--- src/rtl/div_result_bcd_if.sv ---
// Handshake bundle between the bin_div producer, the BCD converter and the
// display/report consumer.
interface div_result_bcd_if #(
  parameter int QW = 16,
  parameter int RW = 17,
  parameter int QD = 5,
  parameter int RD = 6
);
  logic              in_valid;
  logic [QW-1:0]     quot;
  logic [RW-1:0]     rem;
  logic              in_ready;
  logic              busy;
  logic              out_valid;
  logic              out_ack;
  logic [4*QD-1:0]   q_bcd;
  logic [4*RD-1:0]   r_bcd;

  modport master (
    output in_valid, quot, rem, out_ack,
    input  in_ready, busy, out_valid, q_bcd, r_bcd
  );

  modport slave (
    input  in_valid, quot, rem, out_ack,
    output in_ready, busy, out_valid, q_bcd, r_bcd
  );
endinterface

--- src/rtl/div_result_bcd.sv ---
// Sequential binary-to-BCD converter for a quotient/remainder pair using
// shift-and-add-3, one bit per clock, with a valid/ack result handshake.
module div_result_bcd #(
  parameter int QW = 16,
  parameter int RW = 17,
  parameter int QD = 5,
  parameter int RD = 6
) (
  input  logic             clk,
  input  logic             rst,
  div_result_bcd_if.slave  bus
);

  localparam int CW = $clog2(RW);

  typedef enum logic [1:0] {IDLE, SHIFT, DONE} state_t;

  state_t            state, state_nxt;
  logic [RW-1:0]     qbin, rbin;
  logic [4*QD-1:0]   qacc, qadj, qacc_nxt, qout;
  logic [4*RD-1:0]   racc, radj, racc_nxt, rout;
  logic [CW-1:0]     cnt;
  logic              last;

  always_ff @(posedge clk) begin
    if (rst) state <= IDLE;
    else     state <= state_nxt;
  end

  always_comb begin
    last      = (cnt == CW'(RW - 1));
    state_nxt = state;
    case (state)
      IDLE:    if (bus.in_valid) state_nxt = SHIFT;
      SHIFT:   if (last)         state_nxt = DONE;
      DONE:    if (bus.out_ack)  state_nxt = IDLE;
      default:                   state_nxt = IDLE;
    endcase
  end

  always_comb begin
    bus.in_ready  = (state == IDLE);
    bus.busy      = (state == SHIFT);
    bus.out_valid = (state == DONE);
    bus.q_bcd     = qout;
    bus.r_bcd     = rout;
  end

  // Digit correction precedes the shift so the shifted-in bit never carries
  // a digit past 9.
  always_comb begin
    qadj = qacc;
    for (int unsigned i = 0; i < QD; i++)
      if (qacc[4*i +: 4] >= 4'd5) qadj[4*i +: 4] = qacc[4*i +: 4] + 4'd3;
    radj = racc;
    for (int unsigned i = 0; i < RD; i++)
      if (racc[4*i +: 4] >= 4'd5) radj[4*i +: 4] = racc[4*i +: 4] + 4'd3;
    qacc_nxt = (qadj << 1) | {{(4*QD-1){1'b0}}, qbin[RW-1]};
    racc_nxt = (radj << 1) | {{(4*RD-1){1'b0}}, rbin[RW-1]};
  end

  always_ff @(posedge clk) begin
    if (rst) begin
      qbin <= '0;
      rbin <= '0;
      qacc <= '0;
      racc <= '0;
      cnt  <= '0;
      qout <= '0;
      rout <= '0;
    end else begin
      case (state)
        IDLE: begin
          if (bus.in_valid) begin
            qbin <= RW'(bus.quot);
            rbin <= bus.rem;
            qacc <= '0;
            racc <= '0;
            cnt  <= '0;
          end
        end
        SHIFT: begin
          qbin <= qbin << 1;
          rbin <= rbin << 1;
          qacc <= qacc_nxt;
          racc <= racc_nxt;
          cnt  <= cnt + CW'(1);
          // Published outputs only move here, so the previous result stays
          // visible while the next conversion is running.
          if (last) begin
            qout <= qacc_nxt;
            rout <= racc_nxt;
          end
        end
        default: ;
      endcase
    end
  end

endmodule
--- src/flat_wrapper.sv ---
// flat-port wrapper written by rule: the top's interface ports become plain ports
module div_result_bcd_flat 
#(
  parameter int QW = 16,
  parameter int RW = 17,
  parameter int QD = 5,
  parameter int RD = 6
)
  (clk, rst, bus_in_valid, bus_quot, bus_rem, bus_out_ack, bus_in_ready, bus_busy, bus_out_valid, bus_q_bcd, bus_r_bcd);
  div_result_bcd_if #(.QW(QW), .RW(RW), .QD(QD), .RD(RD)) bus_i ();
  input  logic clk;
  input  logic rst;
  input wire logic [$bits(bus_i.in_valid)-1:0] bus_in_valid;
  input wire logic [$bits(bus_i.quot)-1:0] bus_quot;
  input wire logic [$bits(bus_i.rem)-1:0] bus_rem;
  input wire logic [$bits(bus_i.out_ack)-1:0] bus_out_ack;
  output wire logic [$bits(bus_i.in_ready)-1:0] bus_in_ready;
  output wire logic [$bits(bus_i.busy)-1:0] bus_busy;
  output wire logic [$bits(bus_i.out_valid)-1:0] bus_out_valid;
  output wire logic [$bits(bus_i.q_bcd)-1:0] bus_q_bcd;
  output wire logic [$bits(bus_i.r_bcd)-1:0] bus_r_bcd;
  assign bus_i.in_valid = bus_in_valid;
  assign bus_i.quot = bus_quot;
  assign bus_i.rem = bus_rem;
  assign bus_i.out_ack = bus_out_ack;
  assign bus_in_ready = bus_i.in_ready;
  assign bus_busy = bus_i.busy;
  assign bus_out_valid = bus_i.out_valid;
  assign bus_q_bcd = bus_i.q_bcd;
  assign bus_r_bcd = bus_i.r_bcd;
  div_result_bcd #(.QW(QW), .RW(RW), .QD(QD), .RD(RD)) u_core (.clk(clk), .rst(rst), .bus(bus_i));
endmodule
--- config.mk ---
export PLATFORM = sky130hd
export DESIGN_NAME = div_result_bcd_flat
export DESIGN_NICKNAME = d
export VERILOG_FILES = /design/src/rtl/div_result_bcd_if.sv /design/src/rtl/div_result_bcd.sv /design/src/flat_wrapper.sv
export SDC_FILE = /design/constraint.sdc
export NUM_CORES = 1
export LEC_CHECK = 0
export ABC_AREA = 1
export CAP_MARGIN = 10
export CORE_ASPECT_RATIO = 0.5
export CORE_MARGIN = 2
export CORE_UTILIZATION = 45
export DETAILED_ROUTE_END_ITERATION = 12
export PLACE_DENSITY = 0.67
export SYNTH_ARGS = -nofsm -noshare
export SYNTH_HDL_FRONTEND = slang
export SYNTH_SLANG_ARGS = --single-unit
export TNS_END_PERCENT = 50
--- constraint.sdc ---
create_clock -name clk -period 4.12 [get_ports clk]
set_clock_uncertainty 0.2 [all_clocks]
set_input_delay 0.412 -clock clk [delete_from_list [all_inputs] [get_ports clk]]
set_output_delay 0.412 -clock clk [all_outputs]
set_load 0.05 [all_outputs]
**After elaboration in Yosys (flattened, before gate mapping)**

Index checks and enable logic that the tools add are counted.

- $add $sub $neg: 12
- Mux-type cells: 25
- $lt $le $gt $ge: 11
- Bitwise gates (word level): 2
- Eq/ne operators: 6
- Reductions and logical operators: 5

Operator list:

| cell | count |
|---|---|
| 17-bit case mux with 2 select lines | 2 |
| 24-bit case mux with 2 select lines | 1 |
| 4-bit by 3-bit greater-or-equal comparator with 1-bit output, second input constant | 11 |
| 20-bit case mux with 2 select lines | 1 |
| 4-bit by 2-bit adder with 4-bit output, second input constant | 9 |
| 4-bit 2-to-1 mux | 9 |
| 17-bit 2-to-1 mux | 2 |
| 24-bit 2-to-1 mux | 1 |
| 24-bit by 1-bit OR with 24-bit output | 1 |
| 20-bit 2-to-1 mux | 1 |
| 20-bit by 1-bit OR with 20-bit output | 1 |
| 5-bit case mux with 2 select lines | 1 |
| 3-bit by 2-bit adder with 3-bit output, second input constant | 2 |
| 2-bit 2-to-1 mux | 3 |
| 3-bit 2-to-1 mux | 2 |
| 2-bit case mux with 3 select lines | 1 |
| 5-bit by 1-bit adder with 5-bit output, second input constant | 1 |
| 5-bit == test, second input constant | 1 |
| 5-bit 2-to-1 mux | 1 |
| 2-bit inequality test, second input constant | 2 |
| 2-bit AND reduction | 2 |
| 3-bit AND reduction | 1 |
| 2-bit by 1-bit == test with 1-bit output, second input constant | 1 |
| 2-bit == test, second input constant | 1 |
| other kinds (3) | 3 |

- Input bits: 37
- Output and inout port bits: 47
- Flip-flop bits (word level): 129

**Logic depth before layout (Yosys ltp)**

- Word-level depth: 4
- Mapped depth: 9
- Depth with buffers taken out: 9

**Worst setup path after synthesis**

OpenSTA, ideal clock, no wires.

- Kind: register to register
- Start: register u_core.state[1]
- End: register u_core.qbin[13]
- Slack: 2062 ps
- Arrival: 1802 ps
- Path buffers: 1
- Cell stages (with the launch flop): 9
- Path through: dfxtp_1 nor2_1 nand2_1 inv_2 buf_2 nand2_1 nand3_1 nand2_1 inv_1

- Word-level cells in the longest chain between the ends: 3

RTL lines:

| item | RTL line | source |
|---|---|---|
| start: declaration | div_result_bcd.sv:18 | `state_t state, state_nxt;` |
| start signal: assignment | div_result_bcd.sv:27 | `else state <= state_nxt;` |
| 2-bit zero test * | n/a |  |
| net bus_in_ready | flat_wrapper.sv:17 | `output wire logic [$bits(bus_i.in_ready)-1:0] bus_in_ready;` |
| 2-bit inequality test (no line) / 2-bit nonzero test (equally long branches) | n/a |  |
| 2-bit AND reduction (no line) | n/a |  |
| end signal: assignment | div_result_bcd.sv:75 | `qbin <= RW'(bus.quot);` |
| end signal: assignment | div_result_bcd.sv:83 | `qbin <= qbin << 1;` |
| end: declaration | div_result_bcd.sv:19 | `logic [RW-1:0] qbin, rbin;` |

The timed path passes the listed nets; every way through them passes the cells marked *.
A chain may end at the register's enable or synchronous reset.

**Worst setup path after layout**

- Start: register u_core.state[0]
- End: output bus_busy

- Word-level cells in the longest chain between the ends: 1

RTL lines:

| item | RTL line | source |
|---|---|---|
| 2-bit by 1-bit == test with 1-bit output | div_result_bcd.sv:43 | `bus.busy = (state == SHIFT);` |
| end: declaration | flat_wrapper.sv:18 | `output wire logic [$bits(bus_i.busy)-1:0] bus_busy;` |

Every way passes these cells.

==> flow_summary.toml <==
[status]
outcome = "finished clean"

[job]
maxCapViolations = 0

[worst_setup_path]
cp-start-kind = "flop"
crit_path_end_kind = "primary output"
crit_arrival_ns = 2.12
critPathKind = "flop to primary output"
ff2ff_path_depth = 5
cp_slowest_cell = "clkdlybuf4s50_1"
cpPeakStageDelay_ns = 0.89
crit_fanout = 16
required_ns = 3.51
crit_chain = "inv_2 > nor2_4 > clkdlybuf4s50_1"

[timing]
max_slew_margin_pct = 30.8
whs_ns = 0.262
worst_pin_slew_ns = 1.04
finalSetupTns_ns = 0
hold_viol = 0
rsz0062_at_grt = "no"
fin_crit_sh_pct = 66.4
finalMaxSlewViolations = 0
post-route-min-period_ns = 2.73
clock.fmax_ghz = 0.366
finalSetupViolations = 0
setup_ws_ns = 1.39

[synthesis]
synth_compound_area_share_pct = 15.2
ys_top_cells_by_area = "dfxtp_1, nand2_1, a21oi_1, nand3_1, inv_1"
synth_top_area_share_pct = 42.3
muxShareOfSynthArea_pct = 0.820
syn_avg_cell_area_um2 = 7.12
ys_seq_elements = 129
synthXorXnorAreaFrac_pct = 0
yosys.area_share.simple_pct = 27.6
synth_area_um2 = 6100
ys_types = 24
synth_top_cell_by_area = "dfxtp_1"
synth_top_family_by_area = "simple AND/OR/NAND/NOR gates"
ys_seq_area_share_pct = 42.3
synthCells = 857
synthAdderAreaFrac_pct = 4.92
synthesis.nets = 918
yosysWarningCount = 0

[die]
die_area_um2 = 14600
initial_core_util_pct = 45.6
rows = 30
core-area_um2 = 13400
die_x_um = 169
boundaryPins = 84
die_height_um = 86.4

[clocking]
cts_buffer_depth = 2
cts_tree = "done"
post_cts_buffers = 0
clk_pin_slew_ns = 0.06
cts_buffers = 17
cts_root_buf = "clkbuf_16"
cts_resized = 0
cts_sinks = 129
htree_levels = 4
clk-insertion-delay-late_ns = 0.42
cts_hold_buf = 0

[global_routing]
grt_util_all_layers_pct = 20.7
antenna_found_initial = 0
gr-total-overflow = 0
first_global_vias = 5168
grt_max_degree = 91
grt_pass1_wl_um = 24300

[place]
globalplace.congestion = 0.810
dp_hpwl_um = 8990
port_buffers = 83
dp_slack_ns = 1.67
place_area_um2 = 6950

[routing]
antenna_left = 0
via_per_inst = 5.15
remaining_drc_errors = 0
drtPass1Iterations = 5
first_iter_violations = 399
dr_total_vias = 5714
finalWirelength_um = 14600
avgRoutedWirePerCell_um = 13.1

[final_layout]
nets = 983
layout-drive-gt1-share_pct = 4.93
syn_to_final_growth_pct = 24.3
fillers = 1254
stdcell_area_um2 = 7590
diodes = 0

[min_path]
whs_path_depth = 2
hp-class = "flop to flop"

[pwr]
leakagePower_nw = 3.11
power_density_nw_per_um2 = 410
ir_drop_uv = 276
flip-flops by register name, summed over array words and instances (netlist names):
register	flops
u_core.cnt	5
u_core.bus.r_bcd	24
u_core.qacc	20
u_core.bus.q_bcd	20
u_core.state	2
u_core.racc	24
u_core.qbin	17
u_core.rbin	17
critical path: cells and delay by family (launching register included):
family,cells,cell delay [ns]
simple gates,1,0.34
flops,1,0.41
buf+inv,2,0.95
area by class of cell:
cell class                      instances  area [um2]  share of cell area (%)
Clock buffer                           17         425                    5.61
Clock inverter                         14         214                    2.82
Inverter                               86         323                    4.25
Multi-Input combinational cell        600        2960                    39.0
Sequential cell                       129        2580                    34.0
Tap cell                              176         220                    2.90
Timing Repair Buffer                   88         863                    11.4
stage by stage:
step	util, %	std cells	power, mW
4_1_cts	56.6	1110	3.13
3_5_place_dp	51.9	1079	1.48
6_report	56.6	1110	3.11
3_3_place_gp	51.9	1079	1.48
2_1_floorplan	-	857	1.43
5_1_grt	56.6	1110	3.21
final timing paths:
| check | slack, ns | start | endpoint |
|---|---|---|---|
| hold / removal | 0.26 | u_core.bus.r_bcd[3] | u_core.bus.r_bcd[3] |
| setup reg to reg | 1.78 | u_core.state[0] | u_core.bus.q_bcd[17] |
| setup / recovery | 1.39 | u_core.state[0] | bus_busy |
| hold reg to reg | 0.26 | u_core.bus.r_bcd[3] | u_core.bus.r_bcd[3] |
kinds of logic (layout without fill, tap and decap cells):
| family | count (synthesis) | after routing |
|---|---|---|
| buf+inv | 128 | 205 |
| fa+ha+maj | 24 | 24 |
| mux | 5 | 5 |
| compound gates | 175 | 175 |
| flops | 129 | 129 |
| simple gates | 396 | 396 |
power by group:
| part | switching [mW] | internal [mW] |
|---|---|---|
| clock network | 0.582 | 1.07 |
| logic | 0.109 | 0.0638 |
| registers | 0.0141 | 1.27 |
| total | 0.706 | 2.40 |
routing by layer:
layer | GRT usage, % | vias up | part of all wire (%)
li1 | - | 2944 | -
met1 | 27.2 | 2626 | 50
met2 | 34.0 | 130 | 44
met3 | 4.93 | 14 | 4.4
met4 | 6.58 | 0 | 1.1
met5 | 0 | - | 0
cell usage after synthesis (all sizes together):
master	count
a21oi	113
nand4	23
buf	30
nand2	266
nand3b	1
mux2i	5
o21ai	40
nand3	72
clkbuf	12
nor2	34
inv	86
dfxtp	129
o21a	2
ha	24
a31oi	3
a22oi	17
placed cells by master (no fill, tap or decap), types with 2 or more instances in the layout:
master	instances
nor2_4	3
nor2_1	31
a21oi_1	113
clkinv_2	3
a31oi_1	3
clkdlybuf4s50_1	82
inv_2	3
bufinv_16	5
o21ai_1	4
mux2i_1	5
clkinv_4	2
ha_1	24
clkbuf_16	17
a22oi_1	17
o21ai_0	36
buf_4	5
clkinvlp_4	3
nand2_1	265
inv_1	83
nand4_1	22
dfxtp_1	129
nand3_1	71
o21a_1	2
Power figures use the tool's default switching activity.
